==> src/rtl/alu_pkg.sv <==
// alu_pkg
// Shared definitions for the ALU datapath and its arbiter front end.
//   OP_*        : 3-bit ALU opcodes (101..111 are unassigned and yield zero)
//   arb_state_t : arbiter FSM states (IDLE, EXEC, RESP)
package alu_pkg;

    localparam logic [2:0] OP_ADD = 3'b000;
    localparam logic [2:0] OP_SUB = 3'b001;
    localparam logic [2:0] OP_AND = 3'b010;
    localparam logic [2:0] OP_OR  = 3'b011;
    localparam logic [2:0] OP_NOT = 3'b100;

    typedef enum logic [1:0] {
        IDLE = 2'd0,
        EXEC = 2'd1,
        RESP = 2'd2
    } arb_state_t;

endpackage

==> src/rtl/alu.sv <==
// alu
// Purely combinational 8-bit ALU.
//   a, b      in  8 : operands
//   op        in  3 : opcode (see alu_pkg)
//   result    out 8 : operation result
//   carry_out out 1 : carry/borrow of the upper nibble only
//   zero      out 1 : result == 0
// Unassigned opcodes return result 0x00 with carry 0 (and therefore zero 1).
module alu
    import alu_pkg::*;
(
    input  logic [7:0] a,
    input  logic [7:0] b,
    input  logic [2:0] op,
    output logic [7:0] result,
    output logic       carry_out,
    output logic       zero
);

    // The carry flag is derived from the upper nibbles alone, ignoring any
    // carry or borrow rippling up from the lower nibble.
    logic [4:0] hi_sum;

    assign hi_sum = {1'b0, a[7:4]} + {1'b0, b[7:4]};

    always_comb begin
        result    = 8'h00;
        carry_out = 1'b0;
        case (op)
            OP_ADD: begin
                result    = a + b;
                carry_out = hi_sum[4];
            end
            OP_SUB: begin
                result    = a - b;
                carry_out = (a[7:4] < b[7:4]);
            end
            OP_AND:  result = a & b;
            OP_OR:   result = a | b;
            OP_NOT:  result = ~a;
            default: result = 8'h00;
        endcase
    end

    assign zero = (result == 8'h00);

endmodule

==> src/rtl/alu_arbiter.sv <==
// alu_arbiter
// Round-robin arbiter/sequencer sharing one alu between NUM_REQ requesters.
//   clk, rst_n          : clock, asynchronous active-low reset
//   req_valid/req_ready : per-requester handshake (at most one ready high)
//   req_a, req_b, req_op: packed per-requester operands and opcode
//   rsp_valid/rsp_ready : response handshake
//   rsp_id              : requester index owning the response
//   rsp_result/carry/zero : registered alu outputs
//   busy                : high whenever the FSM is not IDLE
module alu_arbiter
    import alu_pkg::*;
#(
    parameter int NUM_REQ = 4,
    parameter int ID_W    = $clog2(NUM_REQ)
) (
    input  logic                 clk,
    input  logic                 rst_n,
    input  logic [NUM_REQ-1:0]   req_valid,
    output logic [NUM_REQ-1:0]   req_ready,
    input  logic [8*NUM_REQ-1:0] req_a,
    input  logic [8*NUM_REQ-1:0] req_b,
    input  logic [3*NUM_REQ-1:0] req_op,
    output logic                 rsp_valid,
    input  logic                 rsp_ready,
    output logic [ID_W-1:0]      rsp_id,
    output logic [7:0]           rsp_result,
    output logic                 rsp_carry,
    output logic                 rsp_zero,
    output logic                 busy
);

    arb_state_t      state_q, state_d;
    logic [ID_W-1:0] last_grant_q, last_grant_d;
    logic [ID_W-1:0] cur_id_q, cur_id_d;
    logic [7:0]      cur_a_q, cur_a_d;
    logic [7:0]      cur_b_q, cur_b_d;
    logic [2:0]      cur_op_q, cur_op_d;
    logic            rsp_valid_q, rsp_valid_d;
    logic [ID_W-1:0] rsp_id_q, rsp_id_d;
    logic [7:0]      rsp_result_q, rsp_result_d;
    logic            rsp_carry_q, rsp_carry_d;
    logic            rsp_zero_q, rsp_zero_d;

    logic [ID_W-1:0] grant;
    logic [7:0]      alu_result;
    logic            alu_carry;
    logic            alu_zero;

    // Search upward from the slot after the last winner, wrapping around.
    // Only meaningful when at least one valid bit is set.
    function automatic logic [ID_W-1:0] rr_pick(input logic [NUM_REQ-1:0] valid,
                                                input logic [ID_W-1:0]    last);
        logic [ID_W-1:0] pick;
        logic [ID_W-1:0] idx;
        logic            found;
        pick  = last;
        found = 1'b0;
        for (int k = 1; k <= NUM_REQ; k++) begin
            idx = ID_W'((int'(last) + k) % NUM_REQ);
            if (!found && valid[idx]) begin
                pick  = idx;
                found = 1'b1;
            end
        end
        return pick;
    endfunction

    assign grant = rr_pick(req_valid, last_grant_q);

    alu u_alu (
        .a         (cur_a_q),
        .b         (cur_b_q),
        .op        (cur_op_q),
        .result    (alu_result),
        .carry_out (alu_carry),
        .zero      (alu_zero)
    );

    always_ff @(posedge clk or negedge rst_n) begin
        if (!rst_n) begin
            state_q      <= IDLE;
            last_grant_q <= ID_W'(NUM_REQ - 1);
            cur_id_q     <= '0;
            cur_a_q      <= 8'h00;
            cur_b_q      <= 8'h00;
            cur_op_q     <= 3'b000;
            rsp_valid_q  <= 1'b0;
            rsp_id_q     <= '0;
            rsp_result_q <= 8'h00;
            rsp_carry_q  <= 1'b0;
            rsp_zero_q   <= 1'b0;
        end else begin
            state_q      <= state_d;
            last_grant_q <= last_grant_d;
            cur_id_q     <= cur_id_d;
            cur_a_q      <= cur_a_d;
            cur_b_q      <= cur_b_d;
            cur_op_q     <= cur_op_d;
            rsp_valid_q  <= rsp_valid_d;
            rsp_id_q     <= rsp_id_d;
            rsp_result_q <= rsp_result_d;
            rsp_carry_q  <= rsp_carry_d;
            rsp_zero_q   <= rsp_zero_d;
        end
    end

    always_comb begin
        state_d      = state_q;
        last_grant_d = last_grant_q;
        cur_id_d     = cur_id_q;
        cur_a_d      = cur_a_q;
        cur_b_d      = cur_b_q;
        cur_op_d     = cur_op_q;
        rsp_valid_d  = rsp_valid_q;
        rsp_id_d     = rsp_id_q;
        rsp_result_d = rsp_result_q;
        rsp_carry_d  = rsp_carry_q;
        rsp_zero_d   = rsp_zero_q;
        case (state_q)
            IDLE: begin
                if (|req_valid) begin
                    cur_a_d      = req_a[int'(grant)*8 +: 8];
                    cur_b_d      = req_b[int'(grant)*8 +: 8];
                    cur_op_d     = req_op[int'(grant)*3 +: 3];
                    cur_id_d     = grant;
                    last_grant_d = grant;
                    state_d      = EXEC;
                end
            end
            EXEC: begin
                rsp_result_d = alu_result;
                rsp_carry_d  = alu_carry;
                rsp_zero_d   = alu_zero;
                rsp_id_d     = cur_id_q;
                rsp_valid_d  = 1'b1;
                state_d      = RESP;
            end
            RESP: begin
                if (rsp_ready) begin
                    rsp_valid_d = 1'b0;
                    state_d     = IDLE;
                end
            end
            default: state_d = IDLE;
        endcase
    end

    // req_ready depends only on state and req_valid, never on rsp_ready.
    always_comb begin
        req_ready = '0;
        if (state_q == IDLE && |req_valid) begin
            req_ready[grant] = 1'b1;
        end
        busy = (state_q != IDLE);
    end

    assign rsp_valid  = rsp_valid_q;
    assign rsp_id     = rsp_id_q;
    assign rsp_result = rsp_result_q;
    assign rsp_carry  = rsp_carry_q;
    assign rsp_zero   = rsp_zero_q;

endmodule

==> config.mk <==
export PLATFORM = sky130hd
export DESIGN_NAME = alu_arbiter
export DESIGN_NICKNAME = d
export VERILOG_FILES = /design/src/rtl/alu_pkg.sv /design/src/rtl/alu.sv /design/src/rtl/alu_arbiter.sv
export SDC_FILE = /design/constraint.sdc
export NUM_CORES = 1
export LEC_CHECK = 0
export CORE_UTILIZATION = 52
export CTS_BUF_LIST = sky130_fd_sc_hd__clkbuf_2 sky130_fd_sc_hd__clkbuf_4 sky130_fd_sc_hd__clkbuf_8
export DETAILED_ROUTE_END_ITERATION = 10
export PLACE_DENSITY = 0.89
export SLEW_MARGIN = 30
export SYNTH_ARGS = -nofsm -noshare
export SYNTH_HDL_FRONTEND = slang
export SYNTH_SLANG_ARGS = --single-unit
==> constraint.sdc <==
create_clock -name clk -period 4.1 [get_ports clk]
set_input_delay 0.82 -clock clk [delete_from_list [all_inputs] [get_ports clk]]
set_output_delay 0.82 -clock clk [all_outputs]
set_load 0.05 [all_outputs]
## After elaboration in Yosys (flattened, before gate mapping)

Index checks and enable logic that the tools add are counted.

| storage, ports and cells | value |
|---|---|
| register bits | 38 |
| word-level logic and storage cells | 82 |
| output and inout bits | 18 |

| cells by class | value |
|---|---|
| equal/unequal tests | 8 |
| magnitude comparators | 7 |
| multiply operators | 1 |
| multiplexer cells | 25 |
| shift operators | 3 |
| reduce and logical (&&, ||, !) cells | 17 |
| bitwise logic cells | 3 |
| $add $sub $neg | 7 |

Operator list:

| kind | count |
|---|---|
| 32-bit by 6-bit indexed part select with 8-bit output | 2 |
| 8-bit case mux with 5 select lines | 1 |
| 2-bit by 3-bit less-than comparator with 1-bit output (second input constant) | 5 |
| 2-bit two-way mux | 6 |
| 12-bit by 5-bit indexed part select with 3-bit output | 1 |
| 1-bit two-way mux | 9 |
| 8-bit adder | 1 |
| 8-bit bitwise AND | 1 |
| 1-bit binary-select mux with 2-bit select | 4 |
| 8-bit logical NOT | 1 |
| 8-bit inverter | 1 |
| 8-bit bitwise OR | 1 |
| 8-bit subtractor | 1 |
| 3-bit by 2-bit equality test with 1-bit output (second input constant) | 2 |
| 2-bit case mux with 3 select lines | 1 |
| 2-bit AND reduction | 3 |
| 4-bit by 4-bit adder with 5-bit output | 1 |
| 1-bit logical AND | 5 |
| 2-bit by 1-bit adder with 2-bit output (second input constant) | 2 |
| 2-bit adder (second input constant) | 2 |
| 4-bit less-than comparator | 1 |
| 2-bit by 2-bit multiplier with 4-bit output (second input constant) | 1 |
| 4-bit two-way mux | 1 |
| 2-bit inequality test (second input constant) | 2 |
| 12 further kinds | 16 |

## Logic depth before layout (Yosys ltp)

Gate-level depths: netlist of the first run.

| depth | value |
|---|---|
| depth in word-level cells | 18 |
| gate-level depth with buffers | 12 |

## By module

From an unflattened synthesis of the first run, not the netlist that was laid out.

| unflattened totals | value |
|---|---|
| cell total of the unflattened synthesis | 354 |
| area, all modules | 3258.1 µm² |

By module, submodules not included:

| module | times used | cells an instance | area an instance (µm²) |
|---|---|---|---|
| alu_arbiter | 1 | 211 | 2265.9 |
| alu | 1 | 143 | 992.2 |

## Worst setup path after synthesis of the first run

OpenSTA, ideal clock, no wires.

| timing path | value |
|---|---|
| kind | register to output |
| from | register state_q[1] |
| to | output port req_ready[2] |
| arrival | 2620 ps |
| cell stages (with the launch flop) | 6 |
| path slack | 660 ps |
| path through | dfrtp_1 > or2_1 > a21oi_2 > buf_2 > nand2_1 > nor3_1 |

| between the ends | value |
|---|---|
| cells in the longest elaborated chain, start to end | 3 |

RTL lines:

| item | RTL line | source |
|---|---|---|
| start, declared | alu_arbiter.sv:32 | `arb_state_t state_q, state_d;` |
| start signal, assigned | alu_arbiter.sv:93 | `state_q <= state_d;` |
| 2-bit logical NOT | alu_arbiter.sv:151 | `if (state_q == IDLE && \|req_valid) begin` |
| 1-bit logical AND | alu_arbiter.sv:151 |  |
| 4-bit two-way mux | alu_arbiter.sv:151 |  |
| end, declared | alu_arbiter.sv:19 | `output logic [NUM_REQ-1:0] req_ready,` |

Every way passes these cells.

## Worst setup path in the final report of the first run

| timing path | value |
|---|---|
| from | input port req_valid[1] |
| to | output port req_ready[0] |

| between the ends | value |
|---|---|
| cells in the longest elaborated chain, start to end | 17 |
| elaborated cells between the ends (all ways) | 29 |

RTL lines:

| item | RTL line | source |
|---|---|---|
| start, declared | alu_arbiter.sv:18 | `input logic [NUM_REQ-1:0] req_valid,` |
| 1-bit binary-select mux with 2-bit select | alu_arbiter.sv:60 | `if (!found && valid[idx]) begin` |
| 1-bit two-way mux (implied by the code) | alu_arbiter.sv:60 |  |
| 1-bit two-way mux | alu_arbiter.sv:60 |  |
| 1-bit logical NOT | alu_arbiter.sv:60 |  |
| 1-bit logical AND | alu_arbiter.sv:60 |  |
| 1-bit two-way mux | alu_arbiter.sv:60 |  |
| 1-bit logical NOT | alu_arbiter.sv:60 |  |
| 1-bit logical AND | alu_arbiter.sv:60 |  |
| 1-bit two-way mux | alu_arbiter.sv:60 |  |
| 1-bit logical NOT | alu_arbiter.sv:60 |  |
| 1-bit logical AND | alu_arbiter.sv:60 |  |
| 2-bit two-way mux | alu_arbiter.sv:60 |  |
| 2-bit by 3-bit less-than comparator with 1-bit output (implied by the code) or 2-bit by 1-bit greater-or-equal comparator with 1-bit output (tied branches) | alu_arbiter.sv:152 | `req_ready[grant] = 1'b1;` |
| 1-bit logical AND (implied by the code) | alu_arbiter.sv:152 |  |
| 1-bit two-way mux (implied by the code) | alu_arbiter.sv:152 |  |
| 1-bit demux with 2-bit select | alu_arbiter.sv:152 |  |
| 4-bit two-way mux (*) | alu_arbiter.sv:151 |  |

Every way passes the cells marked *; elsewhere a longest branch is shown, timed or not. The select of a mux whose other input is x is not followed.

==> results.py, run 1 <==
metrics = {
    "timing": {
        "skew_ns": 0.00461,
        "worst_pin_slew_ns": 0.807,
        "slew-limit-headroom_pct": 46.2,
        "period_minus_slack_ns": 3.18,
        "finalSetupViolations": 0,
        "rsz0062_at_grt": "no",
        "hold_viol": 0,
        "drv_slew": 0,
        "fin_tns_setup_ns": 0,
        "finalCritPeriodShare_pct": 77.5,
        "fmax_mhz": 315,
    },
    "clock_network": {
        "cts.sinks": 38,
        "cts_hold_buf": 0,
        "clk_pin_slew_ns": 0.07,
        "worstSkewPairLatency_ns": 0.28,
        "cts-root-buf": "clkbuf_8",
        "clock_path_buffers": 2,
        "cts-resized-gates": 0,
        "cts_tree": "done",
        "htree_levels": 2,
        "post_cts_buffers": 0,
        "cts_made_buffers": 5,
    },
    "drt": {
        "drcViolationCount": 0,
        "antenna_left": 0,
        "drtPass1Iterations": 4,
        "drt_iter0_drc": 127,
        "wirelength_um": 7010,
        "viasPerCell": 5.52,
        "vias": 2696,
        "routedWlPerCell_um": 14.4,
    },
    "power": {
        "p_leak_uw": 0.00190,
        "p_seq_share_pct": 21.9,
        "vdd_ir_drop_max_mv": 0.547,
        "swShare_pct": 47.5,
        "p_per_area_nw_per_um2": 882,
        "p_comb_share_pct": 70.0,
        "p_int_uw": 1980,
        "clock_power_share_pct": 8.1,
        "p_sw_uw": 1780,
    },
    "synth": {
        "ys_seq_area_share_pct": 30.9,
        "ys_types": 50,
        "netlist_instances": 320,
        "synth_edf_count": 0,
        "synth_nets": 423,
        "syn_avg_cell_area_sq_um": 9.65,
        "synthArstFlopShare_pct": 100,
        "syn_area_sq_um": 3090,
        "yosysWarnings": 0,
        "ys.flop_type": "dfrtp_1",
        "ys_ff_latch": 38,
    },
    "setup_path": {
        "start_kind": "input pin",
        "slowest_stage": "clkdlybuf4s50_1",
        "r2r_setup_slack_ns": 0.93,
        "ff2ff_path_depth": 10,
        "crit_type": "input pin to primary output",
        "cpPeakStageDelay_ns": 0.49,
        "critical-path-top-delay-family": "buffers and inverters",
        "crit_arrival_ns": 2.36,
        "cp_cell_sequence": "clkdlybuf4s50_1 -> mux2i_1 -> o22ai_2 -> nor2_4 -> nand2_1 -> nor2_1 -> buf_12",
        "crit_buf_inv": 2,
        "crit_fanout": 8,
        "critPathRequiredTime_ns": 3.28,
        "path_depth": 7,
        "cp-end-kind": "primary output",
    },
    "layout": {
        "fin_area_sq_um": 4260,
        "drive_gt1_share_pct": 11.5,
        "final_cell_mix": "95 x clkdlybuf4s50_1, 60 x mux2i_1, 36 x dfrtp_1",
        "nNetsFinal": 518,
        "fill_cells": 404,
        "mostFrequentLayoutCell": "clkdlybuf4s50_1",
        "syn_to_final_growth_pct": 38.0,
        "diodes": 0,
    },
    "grt": {
        "grt_start_max_net_pins": 39,
        "grt_remaining_overflow": 0,
        "grt_pass1_vias": 2655,
        "grt_pass1_wl_um": 11800,
        "antenna_found_initial": 0,
        "grt_use_total_pct": 24.3,
    },
    "die": {
        "die_w_um": 79.1,
        "num_rows": 27,
        "ios": 101,
        "dieArea_sq_um": 6250,
        "initial_core_util_pct": 55.1,
        "core_area_sq_um": 5610,
        "die_h_um": 79.1,
    },
    "place": {
        "routabilityCongestion": 0.885,
        "place.detailed.hpwl_um": 5700,
        "place_area_sq_um": 4150,
        "port_buffers": 100,
    },
    "run_status": {
        "outcome": "completed",
    },
    "worst_hold_path": {
        "hold_path_depth": 2,
        "min_path_type": "flip-flop to flip-flop",
    },
    "job": {
        "maxCapViolations": 0,
    },
}
## power groups by stage
stage / Combinational, uW / Clock [uW] / Sequential (uW)
global placement: 2520 / 0 / 811
CTS: 2640 / 310 / 820
floorplan: 1900 / 0 / 905
finish: 2630 / 306 / 823
detailed placement: 2610 / 0 / 823
global route: 2880 / 335 / 857
## worst paths after layout
path,start,end
setup / recovery,req_valid[1],req_ready[0]
hold / removal,rsp_result[5],rsp_result[5]
setup reg to reg,cur_op_q[0],rsp_zero
hold reg to reg,rsp_result[5],rsp_result[5]
max in group asynchronous,rst_n,cur_a_q[5]
min in group asynchronous,rst_n,cur_a_q[2]
## area by class of cell
type	instances	area, sq um	area share (%)
clock buffer	5	68.8	1.61
clock inverter	3	40.0	0.940
inverter	19	71.3	1.67
multi-input combinational	248	1980	46.4
sequential	38	953	22.4
tap	72	90.1	2.11
timing repair buffer	103	1060	24.8
## cell families after synthesis
group	after synthesis	share of synthesized area, %
AO/OA/AOI/OAI	62	12.7
XOR/XNOR	11	3.12
adder cells (fa/ha/maj)	22	8.99
buffers and inverters	34	5.18
flip-flops	38	30.9
multiplexers	82	27.5
AND/OR/NAND/NOR	71	11.7
## cells in the mapped netlist, types with 2 or more instances
cell type,instances,area share (%)
clkbuf_1,4,0.49
mux2_2,22,8.0
and3_1,2,0.40
a211oi_1,2,0.49
a31oi_1,4,0.81
ha_1,19,7.7
mux2i_1,60,19
buf_6,3,1.1
a21oi_1,16,2.6
xnor2_1,9,2.6
nor2_1,26,3.2
nand2_1,18,2.2
o21ai_0,15,2.4
maj3_1,2,0.65
buf_2,8,1.3
nand2b_1,11,2.2
a221oi_1,2,0.57
dfrtp_1,36,29
o21ai_1,4,0.65
dfstp_2,2,1.7
a32o_1,2,0.65
inv_1,18,2.2
xor2_1,2,0.57
nor3_1,4,0.65
o21a_1,4,0.97
## layer usage
metal  track usage (%)  share of wire [%]
met1              28.2                 41
met2              42.8                 51
met3              4.83                4.9
met4              11.1                2.5
met5                 0                  0
## registers in the layout (all words and copies together) (netlist names)
signal / cells
cur_op_q: 3
state_q: 2
last_grant_q: 2
rsp_valid: 1
rsp_id: 2
rsp_result: 8
rsp_zero: 1
rsp_carry: 1
cur_id_q: 2
cur_b_q: 8
cur_a_q: 8
## metrics by stage
stage                     util, %  power [uW]  instances  setup slack, ns  hold slack (ns)
after floorplan                 -        2810        320            0.660            0.444
after global placement       74.1        3330        480            0.984            0.459
after detailed placement     74.1        3440        480            0.937            0.473
after CTS                    76.0        3770        488            0.921            0.488
after global routing         76.0        4070        488            0.718            0.510
final                        76.0        3760        488            0.924            0.485
## worst min-delay path, cell delays in order (launching register included)
cell and delay, ns:
dfrtp_1 0.34, nand2_1 0.05, o21ai_0 0.06
Power figures use the tool's default switching activity.
==> run 2, diff against run 1 <==
--- a/config.mk
+++ b/config.mk
@@ -5,10 +5,10 @@
 export SDC_FILE = /design/constraint.sdc
 export NUM_CORES = 1
 export LEC_CHECK = 0
-export CORE_UTILIZATION = 52
+export CORE_UTILIZATION = 43
 export CTS_BUF_LIST = sky130_fd_sc_hd__clkbuf_2 sky130_fd_sc_hd__clkbuf_4 sky130_fd_sc_hd__clkbuf_8
 export DETAILED_ROUTE_END_ITERATION = 10
-export PLACE_DENSITY = 0.89
+export PLACE_DENSITY = 0.79
 export SLEW_MARGIN = 30
 export SYNTH_ARGS = -nofsm -noshare
 export SYNTH_HDL_FRONTEND = slang
==> constraint.sdc (replaced) <==
create_clock -name clk -period 2.7 [get_ports clk]
set_input_delay 0.54 -clock clk [delete_from_list [all_inputs] [get_ports clk]]
set_output_delay 0.54 -clock clk [all_outputs]
set_load 0.05 [all_outputs]
==> results.py, run 2 (synthesis results as in run 1) <==
metrics = {
    "setup_path": {
        "start_kind": "flip-flop",
        "cpPeakStageDelay_ns": 0.41,
        "r2r_setup_slack_ns": 0.04,
        "crit_type": "flip-flop to flip-flop",
        "slowest_stage": "dfrtp_1",
        "crit_arrival_ns": 2.88,
        "cp-end-kind": "flip-flop",
        "crit_fanout": 5,
        "r2r_start": "cur_op_q[2]",
        "r2r_end": "rsp_zero",
        "cp_cell_sequence": "nor3b_4 -> buf_6 -> a21oi_1 -> xnor2_1 -> ha_1 -> buf_4 -> mux2_2 -> o22ai_1 -> and3_4 -> and4_4 -> a32o_1",
        "ff2ff_path_depth": 11,
        "critPathRequiredTime_ns": 2.92,
    },
    "layout": {
        "register_area_sq_um": 953,
        "diodes": 0,
        "final_cell_mix": "95 x clkdlybuf4s50_1, 59 x mux2i_1, 36 x dfrtp_1",
        "drive_gt1_share_pct": 18.3,
        "nNetsFinal": 534,
        "fill_cells": 545,
        "syn_to_final_growth_pct": 46.9,
        "layoutNonFillerInstCount": 528,
        "mostFrequentLayoutCell": "clkdlybuf4s50_1",
        "multiInputGateArea_sq_um": 2060,
    },
    "place": {
        "pre_cts_slack_ns": 0.0303,
        "place.detailed.hpwl_um": 5840,
        "dp.cells": 514,
        "port_buffers": 100,
        "routabilityCongestion": 0.972,
    },
    "die": {
        "core_area_sq_um": 6870,
        "num_rows": 30,
        "initial_core_util_pct": 45.0,
        "die_h_um": 86.8,
        "die_w_um": 86.8,
        "dieArea_sq_um": 7530,
        "ios": 101,
    },
    "power": {
        "p_per_area_nw_per_um2": 1420,
        "vdd_ir_drop_max_mv": 0.492,
        "p_leak_uw": 0.00201,
    },
    "run_status": {
        "outcome": "completed",
    },
    "drt": {
        "drcViolationCount": 0,
        "routedWlPerCell_um": 14.1,
        "antenna_left": 0,
        "vias": 2716,
        "wirelength_um": 7430,
        "drt_iter0_drc": 136,
        "viasPerCell": 5.14,
        "drtPass1Iterations": 4,
    },
    "worst_hold_path": {
        "min_path_type": "input pin to asynchronous set/reset pin",
    },
    "clock_network": {
        "cts-root-buf": "clkbuf_8",
        "cts_tree": "done",
        "cts_hold_buf": 0,
        "cts.sinks": 38,
        "clock_path_buffers": 2,
        "clk_pin_slew_ns": 0.08,
        "cts_made_buffers": 5,
        "htree_levels": 2,
        "worstSkewPairLatency_ns": 0.29,
    },
    "grt": {
        "grt_remaining_overflow": 0,
        "grt_pass1_vias": 2722,
        "grt_pass1_wl_um": 12400,
        "antenna_found_initial": 0,
        "grt_start_max_net_pins": 39,
        "grt_use_total_pct": 20.9,
    },
    "job": {
        "maxCapViolations": 0,
    },
    "timing": {
        "skew_ns": 0.00503,
        "slew-limit-headroom_pct": 45.5,
        "rsz0062_at_grt": "yes",
        "layout_setup_ws_ns": 0.0443,
        "hold_viol": 0,
        "finalCritPeriodShare_pct": 98.4,
        "finalSetupViolations": 0,
        "period_minus_slack_ns": 2.66,
        "worst_pin_slew_ns": 0.817,
        "drv_slew": 0,
        "fmax_mhz": 377,
    },
}
-- run 2: power breakdown --
group / switching (uW) / leakage [uW] / internal (uW)
clock: 200 / 0.0000683 / 370
combinational: 2460 / 0.00149 / 2250
sequential: 297 / 0.000452 / 873
-- run 2: metal layers --
| layer | part of all wire [%] | global-route usage (%) | wire, um |
|---|---|---|---|
| met5 | 0 | 0 | 0 |
| met4 | 0.51 | 5.61 | 38 |
| met3 | 4.7 | 2.86 | 352 |
| met2 | 52 | 38.0 | 3890 |
| met1 | 42 | 25.8 | 3140 |
-- run 2: cell type report --
cell class | count | share of cell area, %
Tap cell | 96 | 2.65
Timing Repair Buffer | 119 | 26.4
Multi-Input combinational cell | 248 | 45.3
Inverter | 19 | 1.57
Clock buffer | 5 | 1.52
Sequential cell | 38 | 21.0
Clock inverter | 3 | 1.52
-- run 2: worst max path at each step --
stage | from | to | slack [ns]
6_report | cur_op_q[2] | rsp_zero | 0.04
3_3_place_gp | cur_b_q[0] | rsp_zero | 0.12
4_1_cts | cur_op_q[1] | rsp_zero | 0.006
2_1_floorplan | state_q[1] | req_ready[2] | -0.06
5_1_grt | cur_b_q[0] | rsp_zero | -0.05
3_5_place_dp | cur_b_q[0] | rsp_zero | 0.03
-- run 2: critical path: cells and delay by family, from the launching register on --
family	cells	cell delay [ns]
simple gates	3	0.70
flops	1	0.41
compound gates	3	0.39
buf+inv	2	0.29
mux	1	0.33
fa+ha+maj	1	0.32
xor+xnor	1	0.15
-- run 2: repair_timing --
action                                  4_1_cts  5_1_grt
resized for setup                             1       15
setup buffers                                 0        6
endpoints found under the setup margin        1        4
pin swaps                                     0       10
-- run 2: metrics by stage --
| step | hold WS, ns | utilization (%) | TNS (ns) | power (uW) | cell area (sq um) |
|---|---|---|---|---|---|
| CTS | 0.367 | 64.5 | 0 | 6070 | 4430 |
| global route | 0.410 | 66.1 | -0.0456 | 6930 | 4540 |
| global placement | 0.461 | 62.4 | 0 | 5350 | 4290 |
| finish | 0.340 | 66.1 | 0 | 6450 | 4540 |
| floorplan | 0.244 | - | -0.0564 | 4330 | 3120 |
| detailed placement | 0.470 | 62.4 | 0 | 5460 | 4290 |
